`src/rtl/m68k_dram_arbiter.sv`:
```
// Arbitrates the single SDRAM controller between the 68000 bus (CPU) and video fetch (VID).
// Optional grant/timeout statistics counters are enabled with `define ARB_STATS_EN.
module m68k_dram_arbiter #(
    parameter int unsigned MAX_CPU_BURST = 4,
    parameter int unsigned VID_BURST     = 8,
    parameter int unsigned DONE_TIMEOUT  = 64
) (
    input  logic        i_Clock,
    input  logic        i_Reset_H,
    input  logic        i_Cpu_Req_H,
    input  logic        i_Vid_Req_H,
    input  logic        i_Vid_Urgent_H,
    output logic        o_Cpu_Grant_H,
    output logic        o_Vid_Grant_H,
    output logic        o_Ctl_Start_H,
    input  logic        i_Ctl_Busy_H,
    input  logic        i_Ctl_Done_H,
    output logic [1:0]  o_Owner,
    output logic        o_Timeout_H
`ifdef ARB_STATS_EN
    ,
    output logic [31:0] o_Cpu_Grants,
    output logic [31:0] o_Vid_Grants,
    output logic [15:0] o_Timeouts
`endif
);

    localparam int unsigned CW  = $clog2(MAX_CPU_BURST + 1);
    localparam int unsigned VW  = $clog2(VID_BURST + 1);
    localparam int unsigned WDW = (DONE_TIMEOUT > 1) ? $clog2(DONE_TIMEOUT) : 1;
    localparam logic [CW-1:0]  CpuMax = CW'(MAX_CPU_BURST);
    localparam logic [VW-1:0]  VidMax = VW'(VID_BURST);
    localparam logic [WDW-1:0] WdLast = WDW'(DONE_TIMEOUT - 1);

    typedef enum logic [1:0] {StIdle, StStart, StWait, StRelease} state_e;

    state_e         r_state, w_state_next;
    logic           r_vid_sel;
    logic [CW-1:0]  r_cpu_streak;
    logic [VW-1:0]  r_vid_streak;
    logic [WDW-1:0] r_wd;
    logic           w_pick_cpu, w_pick_vid, w_wd_expire, w_grant_on;

    // Urgent video first, then CPU up to its burst limit, then video; a full VID streak
    // hands the next non-urgent slot to a waiting CPU.
    always_comb begin
        w_pick_cpu = 1'b0;
        w_pick_vid = 1'b0;
        if (i_Vid_Req_H && i_Vid_Urgent_H) begin
            w_pick_vid = 1'b1;
        end else if (i_Cpu_Req_H && (!i_Vid_Req_H || r_cpu_streak < CpuMax)) begin
            w_pick_cpu = 1'b1;
        end else if (i_Cpu_Req_H && i_Vid_Req_H && r_vid_streak == VidMax) begin
            w_pick_cpu = 1'b1;
        end else if (i_Vid_Req_H) begin
            w_pick_vid = 1'b1;
        end
    end

    assign w_wd_expire = (r_wd == WdLast);

    always_ff @(posedge i_Clock) begin
        if (i_Reset_H) begin
            r_state <= StIdle;
        end else begin
            r_state <= w_state_next;
        end
    end

    always_comb begin
        w_state_next = r_state;
        unique case (r_state)
            StIdle:    if (w_pick_cpu || w_pick_vid) w_state_next = StStart;
            StStart:   if (!i_Ctl_Busy_H) w_state_next = StWait;
            StWait:    if (i_Ctl_Done_H || w_wd_expire) w_state_next = StRelease;
            StRelease: w_state_next = StIdle;
            default:   w_state_next = StIdle;
        endcase
    end

    always_comb begin
        w_grant_on    = (r_state == StStart) || (r_state == StWait);
        o_Cpu_Grant_H = w_grant_on && !r_vid_sel;
        o_Vid_Grant_H = w_grant_on && r_vid_sel;
        o_Owner       = w_grant_on ? (r_vid_sel ? 2'b10 : 2'b01) : 2'b00;
        o_Ctl_Start_H = (r_state == StStart) && !i_Ctl_Busy_H;
        o_Timeout_H   = (r_state == StWait) && w_wd_expire && !i_Ctl_Done_H;
    end

    always_ff @(posedge i_Clock) begin
        if (i_Reset_H) begin
            r_vid_sel    <= 1'b0;
            r_cpu_streak <= '0;
            r_vid_streak <= '0;
            r_wd         <= '0;
        end else begin
            if (r_state == StIdle && (w_pick_cpu || w_pick_vid)) begin
                r_vid_sel <= w_pick_vid;
                if (w_pick_vid) begin
                    r_cpu_streak <= '0;
                    if (r_vid_streak != VidMax) r_vid_streak <= r_vid_streak + 1'b1;
                end else begin
                    r_vid_streak <= '0;
                    if (r_cpu_streak != CpuMax) r_cpu_streak <= r_cpu_streak + 1'b1;
                end
            end
            if (r_state == StWait) begin
                r_wd <= r_wd + 1'b1;
            end else begin
                r_wd <= '0;
            end
        end
    end

`ifdef ARB_STATS_EN
    logic [31:0] r_cpu_grants, r_vid_grants;
    logic [15:0] r_timeouts;

    always_ff @(posedge i_Clock) begin
        if (i_Reset_H) begin
            r_cpu_grants <= '0;
            r_vid_grants <= '0;
            r_timeouts   <= '0;
        end else begin
            if (r_state == StIdle && w_pick_cpu && r_cpu_grants != '1) begin
                r_cpu_grants <= r_cpu_grants + 1'b1;
            end
            if (r_state == StIdle && w_pick_vid && r_vid_grants != '1) begin
                r_vid_grants <= r_vid_grants + 1'b1;
            end
            if (o_Timeout_H && r_timeouts != '1) begin
                r_timeouts <= r_timeouts + 1'b1;
            end
        end
    end

    assign o_Cpu_Grants = r_cpu_grants;
    assign o_Vid_Grants = r_vid_grants;
    assign o_Timeouts   = r_timeouts;
`endif

endmodule

```
`config.mk`:
```
export PLATFORM = sky130hd
export DESIGN_NAME = m68k_dram_arbiter
export DESIGN_NICKNAME = d
export VERILOG_FILES = /design/src/rtl/m68k_dram_arbiter.sv
export SDC_FILE = /design/constraint.sdc
export NUM_CORES = 1
export LEC_CHECK = 0
export ABC_CLOCK_PERIOD_IN_PS = 3090
export CAP_MARGIN = 30
export CORE_MARGIN = 2
export CORE_UTILIZATION = 56
export CTS_CLUSTER_DIAMETER = 100
export CTS_CLUSTER_SIZE = 8
export DETAILED_ROUTE_END_ITERATION = 10
export PLACE_DENSITY = 0.79
export SYNTH_ARGS = -nofsm -noshare
export SYNTH_HDL_FRONTEND = slang
export SYNTH_SLANG_ARGS = --single-unit
```
`constraint.sdc`:
```
create_clock -name i_Clock -period 3.09 [get_ports i_Clock]
set_input_delay 0.4635 -clock i_Clock [delete_from_list [all_inputs] [get_ports i_Clock]]
set_output_delay 0.4635 -clock i_Clock [all_outputs]
set_load 0.02 [all_outputs]
```
==> reports/metrics.csv <==
metric;value;unit
Fin Hold WS;457;ps
share of post-route cells with drive strength above 1;6.84;%
width of the chip;45.1;um
clock sinks;16;
GPL Wtd Cong;0.764;
routed vias/inst;5.77;
largest family of logic cells by synthesized area;compound AO/OA/AOI/OAI gates;
Static Leakage;0.000429;uW
RSZ-0062 raised after global routing;no;
Cell Area, Synth;946;um^2
Iter 0 DRT Violations;12;
clock latency on the worst-skew pair;280;ps
final setup fails;0;
setup bufs post-CTS;0;
Synth Register Bits;16;
post-synthesis xor/xnor area fraction;3.70;%
Remaining Overflow, GRT;0;
Fill cells;133;
Residual DRC;0;
Hold Buf Count CTS;0;
HP Class;reg -> reg;
global-route wire length before repair;3.05;mm
Netlist cell types;39;
sequential area share after synthesis;33.9;%
CTS Root Cell;clkbuf_4;
fmax;433;MHz
type of the worst setup path;reg -> out;
Core Rows;14;
Ports;13;
Slew @ Worst Pin;410;ps
total CTS buffers;3;
First-pass DRT Iterations;4;
Critical Path End Type;output pin;
synthesized-area fraction occupied by ao, oa, aoi and oai cells;23.4;%
largest net degree at the start of global routing;12;
number of global-route vias before repair;710;
status;finished clean;
P&R area growth vs syn;13.6;%
Peak VDD IR;436;uV
fin crit share;74.7;%
Syn Area/Cell;8.92;um^2
CTS tree;yes;
maxcap violations;0;
total wire length;1.77;mm
antenna violations before repair;0;
endpoints failing hold;0;
Routed WL per cell;13.3;um
Reg clk slew, reported paths;90;ps
via count;768;
Mapped Cells;106;
Slew Viols, Final;0;
Worst EP arrival;1850;ps
Tmin final;2310;ps
Synth Net Count;121;
GR Util All Layers;21.4;%
Initial Utilization;61.4;%
crit path max fanout;3;
Buffers on Ports;12;
Die Y-Extent;45.1;um
crit start category;register;
mux cell area share after synthesis;0;%
pwr dens;644;mW/mm^2
H-tree Lvls;1;
Worst slew margin;72.6;%
Final ANT Viol Nets;0;
DP HPWL;1.29;mm
post-CTS resize count;0;
Worst Skew;1.64;ps
DIE AREA;0.00203;mm^2
adder-cell area share of the yosys netlist;10.6;%
nets;134;
core area;0.00154;mm^2
clk buf depth;2;
yosys warns;0;
Diodes inserted;0;
Critical Path RT;2630;ps
Simple-Gate Fraction of Synth Area;20.9;%
Total Neg Setup Slack;0;ps
-- cell usage after synthesis --
master      n  area share, %
a2111oi_2   1            1.6
a21boi_1    1           0.79
a21o_2      1           0.93
a21oi_1     4            2.1
a22o_1      1           0.93
a22oi_1     2            1.6
a2bb2oi_2   1            1.6
a31o_1      1           0.93
a31oi_1     1           0.66
and2_1      1           0.66
and2b_1     1           0.79
and3_1      5            3.3
and3b_1     1           0.93
buf_4       3            2.4
buf_6       1            1.2
dfxtp_1    16             34
ha_1        8             11
inv_1      10            4.0
nand2_1     9            3.6
nand2b_1    2            1.3
nand3_1     3            1.6
nand3b_1    2            1.6
nor2_1     10            4.0
nor2b_1     1           0.66
nor3b_1     1           0.79
nor4bb_1    1            1.1
o2111ai_1   1           0.93
o211ai_1    2            1.6
o21ai_0     3            1.6
o21ai_2     1           0.93
o22ai_1     1           0.66
o2bb2ai_4   1            2.9
o311a_1     1            1.1
o31ai_1     1           0.79
o32ai_1     1           0.93
o41ai_1     1           0.93
or3_1       1           0.66
xnor2_1     3            2.8
xor2_1      1           0.93
-- logic make-up (layout without fill, tap and decap cells) --
| kind of cell | after synthesis | count (layout) |
|---|---|---|
| flops | 16 | 16 |
| buf+inv | 14 | 25 |
| simple gates | 38 | 38 |
| compound gates | 26 | 26 |
| fa+ha+maj | 8 | 8 |
| xor+xnor | 4 | 4 |
-- critical path, cell delays in order, from the launching register on --
cell,delay [ps]
dfxtp_1,360
ha_1,180
and3_1,230
nand3_1,90
nor2_1,100
clkdlybuf4s50_1,600
-- where the power goes --
| group | total, uW | internal, uW | leakage [uW] | switching [uW] |
|---|---|---|---|---|
| clock network | 110 | 45.3 | 0.0000138 | 65.2 |
| registers | 252 | 232 | 0.000130 | 19.9 |
| logic | 330 | 144 | 0.000285 | 186 |
-- sequential cells by signal (all words and copies together), names as in the netlist --
| register | flops |
|---|---|
| r_cpu_streak | 3 |
| r_state | 2 |
| r_vid_sel | 1 |
| r_vid_streak | 4 |
| r_wd | 6 |
-- layout make-up --
cell class,count,area (um^2),share of cell area [%]
Multi-Input combinational cell,76,554,51.6
Sequential cell,16,320,29.8
Timing Repair Buffer,12,120,11.2
Inverter,10,37.5,3.49
Clock buffer,3,22.5,2.10
Tap cell,16,20.0,1.86
-- per-stage QoR --
step	area (um^2)	std cells	power, uW	worst slack, ps	utilization, %
floorplan	946	106	500	1400	-
finish	1070	133	692	781	69.7
global placement	1050	130	576	944	68.3
detailed placement	1050	130	584	938	68.3
global route	1070	133	749	653	69.7
CTS	1070	133	697	768	69.7
-- metal layers --
layer | global-route usage [%] | wire length, um
met1 | 26.1 | 876
met2 | 34.3 | 808
met3 | 7.20 | 65
met4 | 8.82 | 18
met5 | 0 | 0
-- path summary, 6_finish.rpt --
check        slack, ps                    start  cells after the start                           end
max                780       r_wd[0]$_SDFF_PP0_                      5                   o_Timeout_H
min                460       r_wd[0]$_SDFF_PP0_                      1            r_wd[0]$_SDFF_PP0_
max reg2reg       1410  r_state[0]$_SDFFE_PP0P_                      6  r_vid_streak[3]$_SDFFE_PP0P_
min reg2reg        460       r_wd[0]$_SDFF_PP0_                      1            r_wd[0]$_SDFF_PP0_
-- cells in the final DEF (no fill, tap or decap), types with 2 or more instances in the layout --
master and n:
o211ai_1 2, nor2_1 10, nand2b_1 2, and3_1 5
nand3b_1 2, clkbuf_4 3, a22oi_1 2, o21ai_0 3
clkdlybuf4s50_1 12, a21oi_1 4, inv_1 10, nand3_1 3
ha_1 8, dfxtp_1 16, nand2_1 9, xnor2_1 3
Note: power is estimated with default switching activity, not from simulation.
